<file path="src/rtl/wm_pkg.sv">
// Shared phase, valve and motor encodings for the wash cycle scheduler.
package wm_pkg;

    typedef enum logic [2:0] {
        PH_OFF   = 3'd0,
        PH_IDLE  = 3'd1,
        PH_WFILL = 3'd2,
        PH_WAGIT = 3'd3,
        PH_WSPIN = 3'd4,
        PH_RFILL = 3'd5,
        PH_RAGIT = 3'd6,
        PH_RSPIN = 3'd7
    } phase_e;

    localparam logic [1:0] W_OFF  = 2'b00;
    localparam logic [1:0] W_HOT  = 2'b10;
    localparam logic [1:0] W_COLD = 2'b01;

    localparam logic [1:0] M_OFF  = 2'b00;
    localparam logic [1:0] M_AGIT = 2'b01;
    localparam logic [1:0] M_SPIN = 2'b10;

    function automatic logic is_busy(input phase_e p);
        return (p >= PH_WFILL);
    endfunction

endpackage

</file>
<file path="src/rtl/phase_timer.sv">
// Tick counter for one phase; expire flags the tick that completes the limit.
module phase_timer #(
    parameter int CNT_W = 8
) (
    input  logic             clk,
    input  logic             rst_n,
    input  logic             clear,
    input  logic             enable,
    input  logic [CNT_W-1:0] limit,
    output logic             expire
);

    logic [CNT_W-1:0] cnt_q, cnt_d;

    assign expire = enable && (cnt_q == (limit - CNT_W'(1)));

    always_comb begin
        cnt_d = cnt_q;
        if (clear)
            cnt_d = '0;
        else if (enable)
            cnt_d = cnt_q + CNT_W'(1);
    end

    always_ff @(posedge clk) begin
        if (!rst_n)
            cnt_q <= '0;
        else
            cnt_q <= cnt_d;
    end

endmodule

</file>
<file path="src/rtl/wash_cycle_scheduler.sv">
// Wash cycle sequencer: tick-timed phases, level-sensed fills, door pause, fill-timeout fault.
module wash_cycle_scheduler
    import wm_pkg::*;
#(
    parameter int CNT_W         = 8,
    parameter int AGITATE_TICKS = 20,
    parameter int SPIN_TICKS    = 10,
    parameter int FILL_TIMEOUT  = 50
) (
    input  logic       clkorig,
    input  logic       power,
    input  logic       start,
    input  logic       door,
    input  logic       tick,
    input  logic       level_full,
    output logic [2:0] phase,
    output logic [1:0] water,
    output logic [1:0] motor,
    output logic       door_lock,
    output logic       busy,
    output logic       done,
    output logic       fault
);

    phase_e phase_q, phase_d;
    logic   paused_q, paused_d;
    logic   fault_q, fault_d;
    logic   done_q, done_d;

    logic             hold;
    logic             t_clear, t_en, t_exp;
    logic [CNT_W-1:0] t_limit;

    assign busy      = is_busy(phase_q);
    assign door_lock = busy;
    assign phase     = phase_q;
    assign done      = done_q;
    assign fault     = fault_q;

    // A door opening freezes timing in the same cycle, before paused_q registers it.
    assign hold = busy && (door || paused_q);
    assign t_en = tick && !hold;

    always_comb begin
        t_limit = CNT_W'(1);
        case (phase_q)
            PH_WFILL, PH_RFILL: t_limit = CNT_W'(FILL_TIMEOUT);
            PH_WAGIT, PH_RAGIT: t_limit = CNT_W'(AGITATE_TICKS);
            PH_WSPIN, PH_RSPIN: t_limit = CNT_W'(SPIN_TICKS);
            default:            t_limit = CNT_W'(1);
        endcase
    end

    phase_timer #(.CNT_W(CNT_W)) u_timer (
        .clk    (clkorig),
        .rst_n  (power),
        .clear  (t_clear),
        .enable (t_en),
        .limit  (t_limit),
        .expire (t_exp)
    );

    always_comb begin
        phase_d  = phase_q;
        fault_d  = fault_q;
        done_d   = 1'b0;
        paused_d = busy && door;
        t_clear  = 1'b0;
        case (phase_q)
            PH_OFF: begin
                phase_d = PH_IDLE;
                t_clear = 1'b1;
            end
            PH_IDLE: begin
                t_clear = 1'b1;
                if (start && !door) begin
                    phase_d = PH_WFILL;
                    fault_d = 1'b0;
                end
            end
            PH_WFILL, PH_RFILL: begin
                if (!hold && level_full) begin
                    phase_d = (phase_q == PH_WFILL) ? PH_WAGIT : PH_RAGIT;
                    t_clear = 1'b1;
                end else if (t_exp) begin
                    phase_d = PH_IDLE;
                    fault_d = 1'b1;
                    t_clear = 1'b1;
                end
            end
            PH_WAGIT, PH_RAGIT: begin
                if (t_exp) begin
                    phase_d = (phase_q == PH_WAGIT) ? PH_WSPIN : PH_RSPIN;
                    t_clear = 1'b1;
                end
            end
            PH_WSPIN: begin
                if (t_exp) begin
                    phase_d = PH_RFILL;
                    t_clear = 1'b1;
                end
            end
            PH_RSPIN: begin
                if (t_exp) begin
                    phase_d = PH_IDLE;
                    done_d  = 1'b1;
                    t_clear = 1'b1;
                end
            end
            default: phase_d = PH_OFF;
        endcase
    end

    always_ff @(posedge clkorig) begin
        if (!power) begin
            phase_q  <= PH_OFF;
            paused_q <= 1'b0;
            fault_q  <= 1'b0;
            done_q   <= 1'b0;
        end else begin
            phase_q  <= phase_d;
            paused_q <= paused_d;
            fault_q  <= fault_d;
            done_q   <= done_d;
        end
    end

    // Valves and motor are shut off whenever the cycle is paused.
    always_comb begin
        water = W_OFF;
        motor = M_OFF;
        if (!paused_q) begin
            case (phase_q)
                PH_WFILL: water = W_HOT;
                PH_WAGIT: begin water = W_HOT;  motor = M_AGIT; end
                PH_WSPIN: motor = M_SPIN;
                PH_RFILL: water = W_COLD;
                PH_RAGIT: begin water = W_COLD; motor = M_AGIT; end
                PH_RSPIN: motor = M_SPIN;
                default:  ;
            endcase
        end
    end

endmodule

</file>
<file path="config.mk">
export PLATFORM = sky130hd
export DESIGN_NAME = wash_cycle_scheduler
export DESIGN_NICKNAME = d
export VERILOG_FILES = /design/src/rtl/wm_pkg.sv /design/src/rtl/phase_timer.sv /design/src/rtl/wash_cycle_scheduler.sv
export SDC_FILE = /design/constraint.sdc
export NUM_CORES = 1
export LEC_CHECK = 0
export BUFFER_PORTS_ARGS = -buffer_cell sky130_fd_sc_hd__buf_2
export CAP_MARGIN = 10
export CORE_UTILIZATION = 40
export DETAILED_ROUTE_END_ITERATION = 8
export PLACE_DENSITY = 0.66
export SYNTH_ARGS = -nofsm -noshare
export SYNTH_HDL_FRONTEND = slang
export SYNTH_HIERARCHICAL = 1
export SYNTH_SLANG_ARGS = --single-unit
export TNS_END_PERCENT = 50
</file>
<file path="constraint.sdc">
create_clock -name clkorig -period 5.85 [get_ports clkorig]
set_input_delay 0.585 -clock clkorig [delete_from_list [all_inputs] [get_ports clkorig]]
set_output_delay 0.585 -clock clkorig [all_outputs]
set_load 0.01 [all_outputs]
</file>
# [After elaboration in Yosys (flattened, before gate mapping)]
# Index checks and enable logic that the tools add are counted.
[totals] ff_bits=14 latchBits=0 mem_bits_rw=0 mem_bits_ro=0 input_bits=6 out_inout_bits=11 word_cells=64 memories=0
[op_classes] n_addsub=2 mul=0 n_div=0 magnitude_cmp=1 eq_ne=13 n_shift=0 muxes=20 n_bitwise=1 n_reduce_logical=22
[op_table] cell="$mux W3" count=6
[op_table] cell="$pmux W3 S6" count=1
[op_table] cell="$pmux W6 S3" count=1
[op_table] cell="$reduce_or A2 Y1" count=7
[op_table] cell="$eq A3 B3 Y1 const B" count=4
[op_table] cell="$add A8 B1 Y8 const B" count=1
[op_table] cell="$eq A8 B8 Y1" count=1
[op_table] cell="$ne A2 B2 Y1 const B" count=4
[op_table] cell="$pmux W2 S2" count=2
[op_table] cell="$sub A6 B1 Y7 const B" count=1
[op_table] cell="$eq A3 B2 Y1 const B" count=2
[op_table] cell="$logic_and A1 B1 Y1" count=6
[op_table] cell="$mux W2" count=3
[op_table] cell="$mux W1" count=5
[op_table] cell="$reduce_and A4 Y1" count=1
[op_table] cell="$reduce_or A4 Y1" count=1
[op_table] cell="$eq A3 B1 Y1 const B" count=1
[op_table] cell="$ge A3 B2 Y1 const B" count=1
[op_table] cell="$logic_not A3 Y1" count=1
[op_table] cell="$pmux W1 S3" count=1
[op_table] cell="$reduce_and A3 Y1" count=1
[op_table] cell="$logic_not A1 Y1" count=2
[op_table] cell="$ne A2 B1 Y1 const B" count=1
[op_table] cell="$pmux W1 S2" count=1
[op_table] cell="4 further kinds" count=4

# [Logic depth before layout (Yosys ltp)]
[depth] ltp_word=10 mapped_depth=16

# [Hierarchy]
# The synthesis kept the hierarchy.
[modules_own_cells] module="phase_timer" n_inst=1 cells_each=75 area_each_um2=599.3
[modules_own_cells] module="wash_cycle_scheduler" n_inst=1 cells_each=64 area_each_um2=501.7

# [Worst setup path after synthesis]
# OpenSTA, ideal clock, no wires.
[synth_timing] path_kind="register to register" startpoint="register phase_q[0], in the netlist phase[0]" endpoint="register u_timer.cnt_q[0]" arrival_time_ns=3.047 required_time_ns=5.726 path_slack_ns=2.679 stages_incl_launch_ff=16 synth_period_minus_slack_ns=3.171 path_cell_list="dfxtp_1 -> buf_6 -> nand2b_2 -> mux2i_4 -> nand2b_1 -> inv_1 -> ha_1 -> or2b_1 -> a31oi_1 -> a21oi_1 -> nor4_1 -> inv_1 -> o221ai_1 -> nand2b_1 -> clkbuf_1 -> nor2_1"
[synth_between] elab_chain_len=10 elab_cells_between_ends=26 classes_between="add/sub: 1; order compare: 1; eq/ne: 8; mux: 4; reduce/logical: 12"
[synth_lines] element="start, declared" line_no="wash_cycle_scheduler.sv:25" text="phase_e phase_q, phase_d;"
[synth_lines] element="start signal, assigned" line_no="wash_cycle_scheduler.sv:121" text="phase_q <= phase_d;"
[synth_lines] element="$eq A3 B3 Y1 or $eq A3 B2 Y1 (tied branches)" line_no="wash_cycle_scheduler.sv:46" text="case (phase_q)"
[synth_lines] element="$reduce_or A2 Y1 (on tied branches)"
[synth_lines] element="$pmux W6 S3 (*)" line_no="wash_cycle_scheduler.sv:46"
[synth_lines] element="named net t_limit[5]" line_no="wash_cycle_scheduler.sv:32" text="logic [CNT_W-1:0] t_limit;"
[synth_lines] element="$sub A6 B1 Y7 (*)" line_no="phase_timer.sv:15" text="assign expire = enable && (cnt_q == (limit - CNT_W'(1)));"
[synth_lines] element="$eq A8 B8 Y1 (*)" line_no="phase_timer.sv:15"
[synth_lines] element="$logic_and A1 B1 Y1 (*)" line_no="phase_timer.sv:15"
[synth_lines] element="named net t_exp" line_no="wash_cycle_scheduler.sv:31" text="logic t_clear, t_en, t_exp;"
[synth_lines] element="$mux W1 (*)"
[synth_lines] element="$mux W1" line_no="wash_cycle_scheduler.sv:82" text="if (!hold && level_full) begin"
[synth_lines] element="$pmux W1 S3 (*)" line_no="wash_cycle_scheduler.sv:69" text="case (phase_q)"
[synth_lines] element="named net t_clear" line_no="wash_cycle_scheduler.sv:31"
[synth_lines] element="$reduce_or A2 Y1 (no source line) (*)"
[synth_lines] element="end signal, assigned" line_no="phase_timer.sv:29" text="cnt_q <= cnt_d;"
[synth_lines] element="end, declared" line_no="phase_timer.sv:13" text="logic [CNT_W-1:0] cnt_q, cnt_d;"
# The timed path passes the listed nets; every way through them passes the cells marked *.
# A chain may end at the register's enable or synchronous reset.

# [Worst setup path in the final report]
[layout_timing] startpoint="register phase_q[2], in the netlist phase[2]" endpoint="register u_timer.cnt_q[2]"
# The elaborated chain is that of the path after synthesis.

==> impl_results.md <==
- Status: finished, final reports clean
- Fin Clk Skew: 0.0131 ns
- Die width: 54.5 um
- Placed wire-length estimate: 1670 um
- Vias in the first global route: 897
- WL final: 2170 um
- Leakage: 0.000503 uW
- Crit. End Element: flip-flop
- Core Footprint: 2540 sq um
- Final layout net count: 161
- Synth Flop Type: dfxtp_1
- CP Data Required Time: 6.01 ns
- Wire per inst: 11.9 um
- Final Core Density: 0.472
- Final Instance Area: 1200 sq um
- RD Place Congestion: 0.895
- Fmax: 0.258 GHz
- Post-route ant nets: 0
- DR vias: 989
- Longest Clk Path Bufs: 2
- Initial antenna violation count: 0
- Die area: 2970 sq um
- Final Hold Fails: 0
- # resized after CTS: 0
- CTS tree: done
- CP Data Arrival Time: 4.03 ns
- Slew headroom: 0.401
- Hold Path Stages: 2
- Placed cell area: 1160 sq um
- H-tree Lvls: 1
- Vias/cell: 5.43
- Layout cells sized above 1: 0.184
- Fraction of registers with async set/reset: 0
- Reg2Reg Depth: 12
- Hold_buf cts: 0
- Fin worst setup slack: 1.98 ns
- Hold wc startpoint: fault
- Setup TNS: 0 ns
- Yosys reg bits: 14
- Largest net degree at the start of global routing: 20
- Clk slew on worst S/H paths: 0.09 ns
- Worst R2R End: u_timer/cnt_q[2]
- Total track usage: 0.175
- Fin crit period: 3.87 ns
- CTS sink cnt: 14
- Num rows: 18
- Power Dens Cells: 184 nW/um^2
- IO Port Bufs: 16
- Hold EP: fault
- Max-cap violations: 0
- Worst Max-Slew Pin Slew: 0.890 ns
- R2R Path Start: phase[2]
- Iteration count of the initial detailed-routing pass: 4
- RSZ-0062 raised after global routing: no
- HP Class: reg -> reg
- Tcrit/Tclk final: 0.662
- CTS root buf: clkbuf_4
- Ant diodes: 0
- Syn Inst Count: 139
- WS Path Type: reg -> reg
- # Post-CTS Setup Buffers: 0
- Crit path from: phase[2]
- Die height: 54.5 um
- Ys Warns: 6
- EDFF count, synth: 0
- Slew Viols, Final: 0
- Final setup vio count: 0
- Total CTS buffers: 3
- Total power: 222 uW
- First-pass GRT wire length: 3710 um
- Starting density of the core: 0.433
- Sequential fraction of the synthesis area: 0.255
- Gr ovfl total: 0
- Post-Synthesis Cell Area: 1100 sq um
- Max VDD drop: 157 uV
- DRC: 0
- I/O pins: 17
- Number of DRC markers in iteration 0: 25
- CP Launch Type: flip-flop
- Worst-Skew Late Latency: 0.28 ns
- R2R Setup Slk: 1.98 ns
- Area growth from synthesis to layout: 9.09%
- Synth Area per Inst: 7.92 sq um
- Synth cell types: 46
- Pre-CTS WS: 2.05 ns
- Worst-path maximum fanout: 19
==> critical path: stages, from the launching register on <==
cell and delay, ns:
dfxtp_1 0.78, mux2i_4 0.42, nand2b_1 0.21, inv_1 0.06, ha_1 0.26, nor4_1 0.35
a32o_1 0.19, a221oi_2 0.07, nor4_1 0.70, inv_1 0.17, o221ai_1 0.11, nand2b_1 0.32
nor2_1 0.08
==> worst max-delay path by stage <==
stage | end | slack, ns
5_1_grt | u_timer/cnt_q[3] | 1.65
2_1_floorplan | u_timer/cnt_q[0] | 2.68
3_3_place_gp | u_timer/cnt_q[0] | 2.28
4_1_cts | u_timer/cnt_q[2] | 2.01
6_report | u_timer/cnt_q[2] | 1.98
3_5_place_dp | u_timer/cnt_q[1] | 2.05
==> report_power, final <==
part           total (uW)  switching, uW  internal [uW]
Sequential            101           4.61           96.8
Combinational        50.8           28.7           22.1
Clock                69.4           31.5           37.8
==> stage by stage <==
step / instances / hold slack [ns]
2_1_floorplan: 141 / 0.479
3_3_place_gp: 178 / 0.453
3_5_place_dp: 178 / 0.455
4_1_cts: 182 / 0.469
5_1_grt: 182 / 0.489
6_report: 182 / 0.463
==> Yosys cell counts (3+ instances only) <==
library cell | n | share of area
buf_6 | 3 | 0.031
inv_1 | 8 | 0.027
a21oi_1 | 7 | 0.032
o21a_1 | 4 | 0.027
nand4_1 | 4 | 0.023
xor2_1 | 7 | 0.056
o21ai_0 | 3 | 0.014
nand2_1 | 11 | 0.038
nand2b_1 | 6 | 0.034
dfxtp_1 | 14 | 0.25
nor4_1 | 3 | 0.017
xnor2_1 | 8 | 0.064
and3_1 | 3 | 0.017
clkbuf_1 | 4 | 0.014
nor2_1 | 16 | 0.055
==> state kept, by name (all words and copies together), names as in the netlist <==
signal / cells
done: 1
fault: 1
paused_q: 1
phase: 3
u_timer/cnt_q: 8
==> placed cells by master, fill, tap and decap left out, types with 2 or more instances in the layout <==
cell type	instances
nor2_1	16
buf_2	16
dfxtp_1	14
nand2_1	11
inv_1	8
xnor2_1	8
xor2_1	7
a21oi_1	7
nand2b_1	6
o21a_1	4
nand4_1	4
and3_1	3
clkbuf_4	3
nor4_1	3
conb_1	3
o21ai_0	3
nand3_1	2
nor3b_1	2
a31oi_1	2
nand3b_1	2
nor3_1	2
or3_1	2
ha_1	2
==> logic make-up (layout without fill, tap and decap cells) <==
logic type | Yosys count | count (layout) | share of synthesized area
fa+ha+maj | 2 | 2 | 0.0227
xor+xnor | 16 | 16 | 0.134
other cells | 1 | 3 | 0.00341
buf+inv | 17 | 28 | 0.0829
compound gates | 26 | 26 | 0.172
mux | 2 | 2 | 0.0295
flops | 14 | 14 | 0.255
simple gates | 61 | 61 | 0.301
==> area by class of cell <==
type	count	area, sq um
multi-input combinational	110	737
fill	260	1340
clock buffer	4	36.3
inverter	8	30.0
tap	30	37.5
timing repair buffer	16	80.1
sequential	14	280
==> metal layers <==
| layer | up-vias | wire [um] | GRT usage |
|---|---|---|---|
| li1 | 506 | - | - |
| met3 | 8 | 99 | 0.0417 |
| met1 | 452 | 1010 | 0.216 |
| met4 | 0 | 42 | 0.0684 |
| met5 | - | 0 | 0 |
| met2 | 23 | 1020 | 0.289 |
(Power assumes the default switching activity.)
